[src/rtl/multicycle_ctrl.sv]
// Multi-cycle control FSM for the RV32I-subset CPU: sequences IF/ID/EX/MEM/WB over a shared
// ALU and a single unified memory port, with cycle/retire counters and a memory watchdog.
module multicycle_ctrl #(
  parameter int CNT_W   = 32,
  parameter int TIMEOUT = 16
) (
  input  logic             clk,
  input  logic             rst,
  input  logic [4:0]       op_code,
  input  logic [2:0]       funct3,
  input  logic             br_cond,
  input  logic             mem_ack,
  output logic             mem_req,
  output logic             mem_we,
  output logic             mem_addr_sel,
  output logic             ir_we,
  output logic             pc_we,
  output logic [1:0]       pc_sel,
  output logic             alu_a_sel,
  output logic             alu_b_sel,
  output logic             reg_we,
  output logic [1:0]       wb_sel,
  output logic [2:0]       state,
  output logic             halted,
  output logic             illegal,
  output logic             bus_err,
  output logic [CNT_W-1:0] cycle_cnt,
  output logic [CNT_W-1:0] instr_cnt
);

  typedef enum logic [2:0] {
    S_IF   = 3'd0,
    S_ID   = 3'd1,
    S_EX   = 3'd2,
    S_MEM  = 3'd3,
    S_WB   = 3'd4,
    S_HALT = 3'd5
  } state_t;

  localparam logic [4:0] OP_R     = 5'b01100;
  localparam logic [4:0] OP_I     = 5'b00100;
  localparam logic [4:0] OP_LOAD  = 5'b00000;
  localparam logic [4:0] OP_STORE = 5'b01000;
  localparam logic [4:0] OP_BR    = 5'b11000;
  localparam logic [4:0] OP_JAL   = 5'b11011;
  localparam logic [4:0] OP_JALR  = 5'b11001;
  localparam logic [4:0] OP_LUI   = 5'b01101;
  localparam logic [4:0] OP_AUIPC = 5'b00101;
  localparam logic [4:0] OP_HALT  = 5'b11100;

  localparam int WD_W = (TIMEOUT > 1) ? $clog2(TIMEOUT + 1) : 1;

  state_t            state_reg, state_next;
  logic [WD_W-1:0]   wd_reg, wd_next;
  logic              illegal_reg, bus_err_reg;
  logic              illegal_set, bus_err_set;
  logic              wd_expire;
  logic [CNT_W-1:0]  cycle_cnt_reg, instr_cnt_reg;

  // Branch outcome arrives already resolved on br_cond, so funct3 carries no extra information here.
  logic unused_funct3;
  assign unused_funct3 = ^funct3;

  assign wd_expire = (TIMEOUT != 0) && !mem_ack && (wd_reg == WD_W'(TIMEOUT - 1));

  always_comb begin
    state_next   = state_reg;
    mem_req      = 1'b0;
    mem_we       = 1'b0;
    mem_addr_sel = 1'b0;
    ir_we        = 1'b0;
    pc_we        = 1'b0;
    pc_sel       = 2'd0;
    alu_a_sel    = 1'b0;
    alu_b_sel    = 1'b0;
    reg_we       = 1'b0;
    wb_sel       = 2'd0;
    illegal_set  = 1'b0;
    bus_err_set  = 1'b0;
    case (state_reg)
      S_IF: begin
        mem_req = 1'b1;
        if (mem_ack) begin
          ir_we      = 1'b1;
          state_next = S_ID;
        end else if (wd_expire) begin
          mem_req     = 1'b0;
          bus_err_set = 1'b1;
          state_next  = S_HALT;
        end
      end
      S_ID: begin
        case (op_code)
          OP_HALT: state_next = S_HALT;
          OP_R, OP_I, OP_LOAD, OP_STORE, OP_BR,
          OP_JAL, OP_JALR, OP_LUI, OP_AUIPC: state_next = S_EX;
          default: begin
            illegal_set = 1'b1;
            state_next  = S_HALT;
          end
        endcase
      end
      S_EX: begin
        state_next = S_WB;
        case (op_code)
          OP_R, OP_JAL, OP_LUI: ;
          OP_I, OP_JALR: alu_b_sel = 1'b1;
          OP_LOAD, OP_STORE: begin
            alu_b_sel  = 1'b1;
            state_next = S_MEM;
          end
          OP_BR: begin
            pc_we      = 1'b1;
            pc_sel     = br_cond ? 2'd1 : 2'd0;
            state_next = S_IF;
          end
          OP_AUIPC: begin
            alu_a_sel = 1'b1;
            alu_b_sel = 1'b1;
          end
          default: begin
            illegal_set = 1'b1;
            state_next  = S_HALT;
          end
        endcase
      end
      S_MEM: begin
        mem_req      = 1'b1;
        mem_addr_sel = 1'b1;
        alu_b_sel    = 1'b1;
        mem_we       = (op_code == OP_STORE);
        if (mem_ack) begin
          if (op_code == OP_STORE) begin
            pc_we      = 1'b1;
            state_next = S_IF;
          end else begin
            state_next = S_WB;
          end
        end else if (wd_expire) begin
          mem_req     = 1'b0;
          mem_we      = 1'b0;
          bus_err_set = 1'b1;
          state_next  = S_HALT;
        end
      end
      S_WB: begin
        reg_we     = 1'b1;
        pc_we      = 1'b1;
        state_next = S_IF;
        case (op_code)
          OP_LUI:  wb_sel = 2'd3;
          OP_JAL: begin
            wb_sel = 2'd2;
            pc_sel = 2'd1;
          end
          OP_JALR: begin
            wb_sel    = 2'd2;
            pc_sel    = 2'd2;
            alu_b_sel = 1'b1;
          end
          OP_LOAD: wb_sel = 2'd1;
          default: ;
        endcase
      end
      S_HALT: ;
      default: begin
        illegal_set = 1'b1;
        state_next  = S_HALT;
      end
    endcase
    if (rst) begin
      ir_we  = 1'b0;
      pc_we  = 1'b0;
      reg_we = 1'b0;
      mem_we = 1'b0;
    end
  end

  // Watchdog only runs while a memory request stays pending in the same state.
  always_comb begin
    wd_next = wd_reg + WD_W'(1);
    if (state_next != state_reg || mem_ack || !(state_reg == S_IF || state_reg == S_MEM)) begin
      wd_next = '0;
    end
  end

  always_ff @(posedge clk) begin
    if (rst) begin
      state_reg     <= S_IF;
      wd_reg        <= '0;
      illegal_reg   <= 1'b0;
      bus_err_reg   <= 1'b0;
      cycle_cnt_reg <= '0;
      instr_cnt_reg <= '0;
    end else begin
      state_reg <= state_next;
      wd_reg    <= wd_next;
      if (illegal_set) illegal_reg <= 1'b1;
      if (bus_err_set) bus_err_reg <= 1'b1;
      if (state_reg != S_HALT) cycle_cnt_reg <= cycle_cnt_reg + CNT_W'(1);
      if (pc_we) instr_cnt_reg <= instr_cnt_reg + CNT_W'(1);
    end
  end

  assign state     = state_reg;
  assign halted    = (state_reg == S_HALT);
  assign illegal   = illegal_reg;
  assign bus_err   = bus_err_reg;
  assign cycle_cnt = cycle_cnt_reg;
  assign instr_cnt = instr_cnt_reg;

endmodule

[config.mk]
export PLATFORM = sky130hd
export DESIGN_NAME = multicycle_ctrl
export DESIGN_NICKNAME = d
export VERILOG_FILES = /design/src/rtl/multicycle_ctrl.sv
export SDC_FILE = /design/constraint.sdc
export NUM_CORES = 1
export LEC_CHECK = 0
export BUFFER_PORTS_ARGS = -buffer_cell sky130_fd_sc_hd__clkbuf_2
export CAP_MARGIN = 25
export CORE_MARGIN = 3
export CORE_UTILIZATION = 40
export DETAILED_ROUTE_END_ITERATION = 10
export SLEW_MARGIN = 15
export SYNTH_ARGS = -nofsm -noshare
export SYNTH_HDL_FRONTEND = slang
export SYNTH_SLANG_ARGS = --single-unit
[constraint.sdc]
create_clock -name clk -period 11.1 [get_ports clk]
set_clock_uncertainty 0.15 [all_clocks]
set_input_delay 3.33 -clock clk [delete_from_list [all_inputs] [get_ports clk]]
set_output_delay 3.33 -clock clk [all_outputs]
set_load 0.03 [all_outputs]
==> results of run 1 <==
[routing by layer]
metal	share of wire	wire, µm
met3	0.042	408
met5	0	0
met1	0.49	4710
met4	0.0077	74
met2	0.46	4470
[final timing paths]
| path | start | endpoint | slack, ns |
|---|---|---|---|
| setup / recovery | op_code[1] | pc_we | 2.40 |
| hold / removal | wd_reg[0]$_SDFF_PP0_ | wd_reg[0]$_SDFF_PP0_ | 0.32 |
| setup reg to reg | state[2]$_SDFF_PP0_ | instr_cnt[17]$_SDFFE_PP0P_ | 8.11 |
| hold reg to reg | wd_reg[0]$_SDFF_PP0_ | wd_reg[0]$_SDFF_PP0_ | 0.32 |
[report_power, final]
part / internal, W / switching [W]
sequential: 0.000269 / 0.00000743
clock: 0.000129 / 0.000109
combinational: 0.0000150 / 0.0000330
[layout by cell type (no fill, tap or decap), types with 3 or more instances in the layout]
cell type   n
nand2b_1    8
or4_1       3
nand3_1    22
a21oi_1    21
a2111oi_2   4
ha_1        4
a31o_2      5
xor2_1     13
nor3_1     17
nand4_1    16
inv_1      17
clkbuf_2   90
nand4b_1    3
nand2_1    32
or3_1       7
and4_1     11
and3_1      5
nand3b_1    3
nor4_1     12
o31ai_1     4
nor2b_1     7
a211oi_1    4
xnor2_1    33
dfxtp_1    74
o2111ai_1   5
clkbuf_8    9
nor2_1     70
o21ai_0    14
[area by class of cell]
type | instances | area [µm²]
fillers | 962 | 4720
multi-input cells | 356 | 2250
flip-flops and latches | 74 | 1480
repair buffers | 93 | 470
well taps | 129 | 161
clock buffers | 9 | 124
clock inverters | 7 | 100
inverters | 18 | 67.6
[cell families (layout without fill, tap and decap cells)]
kind of cell | count (synthesis) | count (layout) | synth area share
adders and majority gates | 4 | 4 | 0.0128
DFF | 74 | 74 | 0.379
xor gates and xnor gates | 46 | 46 | 0.103
AOI/OAI and AO/OA | 76 | 76 | 0.147
muxes | 5 | 5 | 0.0147
buffers and inverters | 43 | 127 | 0.0439
and+or+nand+nor | 225 | 225 | 0.299
[through the flow]
step	setup WS [ns]	hold slack [ns]	utilization	cells
after floorplan	2.17	0.268	-	473
after global placement	2.42	0.281	0.472	669
after detailed placement	2.41	0.309	0.473	670
after CTS	2.40	0.324	0.497	686
after global routing	2.31	0.352	0.497	686
final	2.40	0.316	0.497	686
==> flow_metrics.tcl, run 1 <==
set metrics [dict create \
    relSlewSlack 0.571 \
    vdd_drop_max_mv 0.0651 \
    cts_tree "yes" \
    detail_route.wl_per_cell_um 14.1 \
    dr.first_iter.drc_count 153 \
    setup.worst_path.class "in -> out" \
    drv_cap 0 \
    cts_max_level 3 \
    yosysMostFrequentCell "dfxtp_1" \
    antenna_found_initial 0 \
    ys_warn_count 0 \
    finalPower_w 0.000562 \
    overflow 0 \
    setup_viol 0 \
    gp_congestion 0.789 \
    met1_usage 0.252 \
    syn_avg_cell_area_um2 8.25 \
    synthTopCellsByArea "dfxtp_1 (38%), xnor2_1 (7.4%), nor2_1 (6.7%)" \
    final_hold_viol_count 0 \
    grt_max_degree 33 \
    grt_pass1_wl_mm 16.8 \
    synthArstFlopShare 0 \
    coreArea_mm2 0.00937 \
    cts-resized-gates 0 \
    syn-instance-count 473 \
    cts.reportedPaths.clkPinSlew_ns 0.08 \
    die-area_mm2 0.0110 \
    num_vias 3669 \
    whs_path_depth 1 \
    cts_buffers 9 \
    critPathTopFamily "simple AND/OR/NAND/NOR gates" \
    avgViaCountPerCell 5.35 \
    drc 0 \
    clock_path_buffers 2 \
    dieWidth_um 105 \
    crit_required_ns 7.62 \
    drt-pass1-iter-count 4 \
    cts_setup_buffers 0 \
    endpoint_kind "output pin" \
    synth_nets 489 \
    worstSetupStartpointType "primary input" \
    hold_path_class "reg -> reg" \
    gr-usage-met3 0.0383 \
    cp_max_fo 11 \
    fmax_ghz 0.115 \
    clock-root-buffer "clkbuf_8" \
    drive_above_1_share 0.233 \
    min_period_ns 8.70 \
    areaGrowthSynthToFinish_pct 19.3 \
    antenna_cells 0 \
    ctsHoldBuffers 0 \
    tightestPinTransition_ns 0.637 \
    postRouteAntennaNets 0 \
    p_leak_nw 1.70 \
    setup_tns_ns 0 \
    dpl.hpwl_mm 6.87 \
    nets 568 \
    status "complete, no violations" \
    die_h_um 105 \
    clock-sinks 74 \
    r2r.worst_path.cells 6 \
    synth_top_flop_cell "dfxtp_1" \
    clock_latency_ns 0.35 \
    final_area_mm2 0.00466 \
    synth_area_leader_cell "dfxtp_1" \
    worst-endpoint-arrival_ns 5.22 \
    start_util 0.417 \
    crit_slowest_cell "a2111o_1" \
    rsz0062_at_grt "false" \
    io_pins 94 \
    portBuffers 90 \
    synth-seq-area-share 0.379 \
    ys_types 54 \
    synth_edf_count 0 \
    fp-row-count 35 \
    slew_violations 0 \
    ys_ff_latch 74 \
    synth_area_mm2 0.00390 \
    yosys.area.top_type_share 0.379 \
    grt_usage 0.181 \
    crit_top_cell "clkbuf_2" \
    path_cells "clkbuf_2 > or4b_4 > a2111o_1 > nand2_1 > clkbuf_2" \
    place_area_mm2 0.00443 \
    cpPeakStageDelay_ns 0.62 \
    synth_common_cells "dfxtp_1 (74), nor2_1 (70), xnor2_1 (33)" \
    p_per_area_mw_per_mm2 121 \
    grt_pass1_vias 3465 \
    crit_buf_inv 2 \
    min_period_over_period 0.784 \
    wl_mm 9.67 \
    gr-usage-met2 0.288 \
    worstSetupPathDepth 5 \
    grt_busiest_layer "met2" \
]
Power figures use the tool's default switching activity.
==> inputs of run 2 (changes only) <==
==> constraint.sdc (replaced) <==
create_clock -name clk -period 7.2 [get_ports clk]
set_clock_uncertainty 0.15 [all_clocks]
set_input_delay 2.16 -clock clk [delete_from_list [all_inputs] [get_ports clk]]
set_output_delay 2.16 -clock clk [all_outputs]
set_load 0.03 [all_outputs]
==> run 2 against run 1 <==
Combinational power grew 52%. Setup slack lost 1.5 ns. Register-to-register slack lost 3.9 ns. Sequential power grew 54%. Largest cell class unchanged. First-iteration DRC count shrank 3.9%. Sequential cell count is the same. Global-route usage is essentially flat.
==> flow_metrics.tcl, run 2 (same netlist as run 1, synthesis figures left out) <==
set metrics [dict create \
    status "complete, no violations" \
    final_cell_mix "clkbuf_2 (90), dfxtp_1 (74), nor2_1 (70), xnor2_1 (33), nand2_1 (32)" \
    clock_latency_ns 0.35 \
    layout.cells.most_common "clkbuf_2" \
    drt-pass1-iter-count 4 \
    final_hold_viol_count 0 \
    pre_cts_slack_ns 0.866 \
    portBuffers 90 \
    grt_pass1_wl_mm 16.7 \
    die-area_mm2 0.0110 \
    setup_tns_ns 0 \
    fp-row-count 35 \
    clock-root-buffer "clkbuf_8" \
    p_per_area_mw_per_mm2 189 \
    cp_max_fo 11 \
    antenna_found_initial 0 \
    timing.final.ws_setup_ns 0.860 \
    overflow 0 \
    dieWidth_um 105 \
    hold_path_class "reg -> reg" \
    cts.reportedPaths.clkPinSlew_ns 0.07 \
    drv_cap 0 \
    areaGrowthSynthToFinish_pct 19.4 \
    start_util 0.417 \
    min_period_over_period 0.881 \
    tightestPinTransition_ns 0.695 \
    endpoint_kind "output pin" \
    cts_buffers 9 \
    postRouteAntennaNets 0 \
    slew_violations 0 \
    dpl.hpwl_mm 6.79 \
    fin_cells 685 \
    clock-sinks 74 \
    detail_route.wl_per_cell_um 14.0 \
    relSlewSlack 0.532 \
    ctsHoldBuffers 0 \
    num_vias 3649 \
    fmax_ghz 0.158 \
    drive_above_1_share 0.232 \
    antenna_cells 0 \
    min_period_ns 6.34 \
    place_area_mm2 0.00442 \
    die_h_um 105 \
    setup_viol 0 \
    crit_required_ns 4.89 \
    grt_pass1_vias 3493 \
    rsz0062_at_grt "false" \
    finalCoreUtilization 0.497 \
    io_pins 94 \
    drc 0 \
    gp_congestion 0.807 \
    setup.worst_path.class "in -> out" \
    nets 567 \
    vdd_drop_max_mv 0.0722 \
    placedCellCount 669 \
    clock_path_buffers 2 \
    dr.first_iter.drc_count 147 \
    cts-resized-gates 0 \
    fill_cells 943 \
    cts_setup_buffers 0 \
    grt_max_degree 53 \
    wl_mm 9.60 \
    coreArea_mm2 0.00937 \
    worst-endpoint-arrival_ns 4.03 \
    final_area_mm2 0.00466 \
    cts_tree "yes" \
    p_leak_nw 1.70 \
    worstSetupStartpointType "primary input" \
    grt_usage 0.181 \
    avgViaCountPerCell 5.33 \
    cts_max_level 3 \
]
==> run 2: cell types whose count changed in the layout (fill, tap and decap cells not counted), sizes merged <==
cell      previous run  this run
inv                 19        17
clkinv               4         2
clkbuf              99       102
clkinvlp             0         1
buf                  3         2
==> run 2: through the flow <==
step / power [W] / hold WS (ns)
final: 0.000879 / 0.299
after global routing: 0.000918 / 0.334
after CTS: 0.000892 / 0.308
after detailed placement: 0.000508 / 0.297
after global placement: 0.000507 / 0.280
after floorplan: 0.000489 / 0.268
==> run 2: final cells by class <==
| type | instances | area, µm² | share of cell area |
|---|---|---|---|
| multi-input combinational | 356 | 2250 | 0.483 |
| tap | 129 | 161 | 0.0346 |
| sequential | 74 | 1480 | 0.318 |
| timing repair buffer | 92 | 463 | 0.0993 |
| clock inverter | 4 | 72.6 | 0.0156 |
| clock buffer | 12 | 165 | 0.0354 |
| inverter | 18 | 67.6 | 0.0145 |
==> run 2: per-layer routing <==
| layer | track usage | wire length [µm] | vias up |
|---|---|---|---|
| met2 | 0.288 | 4340 | 62 |
| met3 | 0.0371 | 359 | 16 |
| li1 | - | - | 1844 |
| met1 | 0.245 | 4760 | 1727 |
| met5 | 0 | 0 | - |
| met4 | 0.0590 | 141 | 0 |
==> run 2: path summary, 6_finish.rpt <==
| kind | start | to | slack [ns] | cells past startpoint |
|---|---|---|---|---|
| max | op_code[1] | pc_we | 0.86 | 5 |
| max reg2reg | state[2]$_SDFF_PP0_ | instr_cnt[17]$_SDFFE_PP0P_ | 4.19 | 6 |
| min reg2reg | wd_reg[0]$_SDFF_PP0_ | wd_reg[0]$_SDFF_PP0_ | 0.30 | 1 |
| min | wd_reg[0]$_SDFF_PP0_ | wd_reg[0]$_SDFF_PP0_ | 0.30 | 1 |
==> run 2: power by group <==
| part | internal [W] | switching, W |
|---|---|---|
| registers | 0.000415 | 0.0000111 |
| clock network | 0.000223 | 0.000157 |
| logic | 0.0000227 | 0.0000501 |
| total | 0.000660 | 0.000218 |
==> run 2: critical path, stage by stage <==
cell and delay (ns):
clkbuf_2 0.15, or4b_4 0.59, a2111o_1 0.62, nand2_1 0.26, clkbuf_2 0.24
==> inputs of run 3 (changes only) <==
--- a/config.mk
+++ b/config.mk
@@ -5,6 +5,7 @@
 export SDC_FILE = /design/constraint.sdc
 export NUM_CORES = 1
 export LEC_CHECK = 0
+export ABC_AREA = 1
 export BUFFER_PORTS_ARGS = -buffer_cell sky130_fd_sc_hd__clkbuf_2
 export CAP_MARGIN = 25
 export CORE_MARGIN = 3
==> run 3 against run 2 <==
Sequential share of layout area decreased by 5.5 points. First-iteration DRC count is 100% higher. Largest power group is now the clock network. Wire length increased by 40%. Area after synthesis increased by 22%. Clock power is 32% higher. Hold slack got worse by 0.0011 ns. Critical path depth increased by 4. Count of clock-buffer cells in the layout down 1. Via count is 41% higher. Cell count increased by 50%. Utilization fell by 0.79 points.
==> flow_metrics.tcl, run 3 <==
set metrics [dict create \
    clock-root-buffer "clkbuf_16" \
    timing.final.ws_setup_ns 1.37 \
    setup_tns_ns 0 \
    drive_above_1_share 0.187 \
    clock-sinks 74 \
    status "complete, no violations" \
    drc 0 \
    ys_warn_count 0 \
    drv_cap 0 \
    worstHoldStart "wd_reg[0]$_SDFF_PP0_" \
    drt-pass1-iter-count 5 \
    fmax_ghz 0.171 \
    crit_start "op_code[2]" \
    grt_pass1_wl_mm 22.6 \
    synthTopCellsByArea "dfxtp_1 (31%), nand2_1 (21%), nor2_1 (10%)" \
    start_util 0.414 \
    relSlewSlack 0.516 \
    slew_violations 0 \
    postRouteAntennaNets 0 \
    die_h_um 115 \
    cts.reportedPaths.clkPinSlew_ns 0.06 \
    endpoint_kind "output pin" \
    r2r-start "state[0]$_SDFF_PP0_" \
    p_per_area_mw_per_mm2 195 \
    detail_route.wl_per_cell_um 13.1 \
    cts-resized-gates 0 \
    hold_path_class "reg -> reg" \
    overflow 0 \
    min_period_ns 5.83 \
    areaGrowthSynthToFinish_pct 18.2 \
    grt_pass1_vias 4680 \
    fill_cells 1243 \
    final_cell_mix "nand2_1 (264), nor2_1 (133), clkbuf_2 (90), inv_1 (79), dfxtp_1 (74)" \
    synth_edf_count 0 \
    dpl.hpwl_mm 9.91 \
    setup_viol 0 \
    clock_latency_ns 0.35 \
    ctsHoldBuffers 0 \
    ys_ff_latch 74 \
    p_leak_nw 2.23 \
    die-area_mm2 0.0133 \
    finalPower_w 0.00110 \
    synthArstFlopShare 0 \
    io_pins 94 \
    synth_top_flop_cell "dfxtp_1" \
    cp_max_fo 18 \
    synth_top_family_by_area "simple AND/OR/NAND/NOR gates" \
    whs_ns 0.298 \
    grt_usage 0.210 \
    multiInputGateArea_mm2 0.00286 \
    min_period_over_period 0.810 \
    ys_types 35 \
    worstSetupStartpointType "primary input" \
    fp-row-count 39 \
    grt_max_degree 38 \
    cts_setup_buffers 0 \
    muxShareOfSynthArea 0 \
    yosysMostFrequentCell "nand2_1" \
    cts_max_level 3 \
    worst-endpoint-arrival_ns 3.52 \
    syn-instance-count 795 \
    nets 898 \
    synth_area_mm2 0.00477 \
    wl_mm 13.5 \
    setup.worst_path.class "in -> out" \
    layout.cells.most_common "nand2_1" \
    portBuffers 90 \
    synth_nets 811 \
    cts_buffers 9 \
    syn_avg_cell_area_um2 6.00 \
    vdd_drop_max_mv 0.150 \
    num_vias 5148 \
    rsz0062_at_grt "false" \
    dieWidth_um 115 \
    gp_congestion 0.877 \
    cts_tree "yes" \
    synth-seq-area-share 0.311 \
    antenna_found_initial 0 \
    antenna_cells 0 \
    dr.first_iter.drc_count 301 \
    clock_path_buffers 2 \
    avgViaCountPerCell 5.00 \
    synth_common_cells "nand2_1 (264), nor2_1 (133), inv_1 (79)" \
    coreArea_mm2 0.0115 \
    synthAdderAreaFrac 0.0105 \
    area.sequential_mm2 0.00148 \
    yosys.area.top_type_share 0.311 \
    pre_cts_slack_ns 1.36 \
    synth_xor_area_frac 0.0220 \
    tightestPinTransition_ns 0.724 \
    final_hold_viol_count 0 \
    synth_area_leader_cell "dfxtp_1" \
    synthSimpleGateAreaFrac 0.469 \
    synth_compound_area_frac 0.0973 \
    crit_required_ns 4.89 \
]
run 3: cell types whose count changed after synthesis, moves of 18 or more:
cell     delta
nand2_1   +232
nor2_1     +63
inv_1      +62
nand3_1    +40
xnor2_1    -28
nand2_2    +20
a21oi_2    +18
run 3: per-stage QoR:
step | cell area, µm² | utilization | std cells
floorplan | 4770 | - | 795
global placement | 5310 | 0.461 | 1014
detailed placement | 5310 | 0.461 | 1014
CTS | 5640 | 0.490 | 1029
global route | 5640 | 0.490 | 1029
finish | 5640 | 0.490 | 1029
run 3: cell families (layout without fill, tap and decap cells):
| group | Yosys count | after routing |
|---|---|---|
| compound gates | 77 | 77 |
| xor+xnor | 12 | 12 |
| fa+ha+maj | 4 | 4 |
| buf+inv | 103 | 194 |
| flops | 74 | 74 |
| simple gates | 525 | 525 |
run 3: critical path: stages:
cell and delay (ns):
clkbuf_2 0.13, inv_2 0.09, nand3_1 0.10, nor2_2 0.22
nand2_1 0.09, nand2_1 0.08, nor2_2 0.07, nor2_8 0.30
clkbuf_2 0.28
run 3: layer usage:
metal,share of wire,routed length [µm],GRT usage,vias up
li1,-,-,-,2687
met1,0.48,6510,0.279,2329
met5,0,0,0,-
met4,0.017,222,0.0665,0
met2,0.45,6080,0.340,113
met3,0.047,634,0.0479,19
run 3: path summary, 6_finish.rpt:
kind / slack, ns / end / cells past startpoint
worst max-delay path: 1.37 / pc_we / 9
worst min-delay path: 0.30 / wd_reg[0]$_SDFF_PP0_ / 1
worst min register to register: 0.30 / wd_reg[0]$_SDFF_PP0_ / 1
worst max register to register: 4.97 / instr_cnt[26]$_SDFFE_PP0P_ / 7
run 3: cell type report:
cell class                      instances  area share
Multi-Input combinational cell        618       0.506
Sequential cell                        74       0.263
Timing Repair Buffer                   93      0.0839
Inverter                               86      0.0573
Clock buffer                           11      0.0448
Tap cell                              143      0.0317
Clock inverter                          4      0.0131
run 3: report_power, final:
part	total [W]	leakage, nW	switching, W	internal [W]
clock	0.000503	0.162	0.000182	0.000321
sequential	0.000436	0.597	0.0000156	0.000421
combinational	0.000159	1.47	0.000120	0.0000390
total	0.00110	2.23	0.000318	0.000781
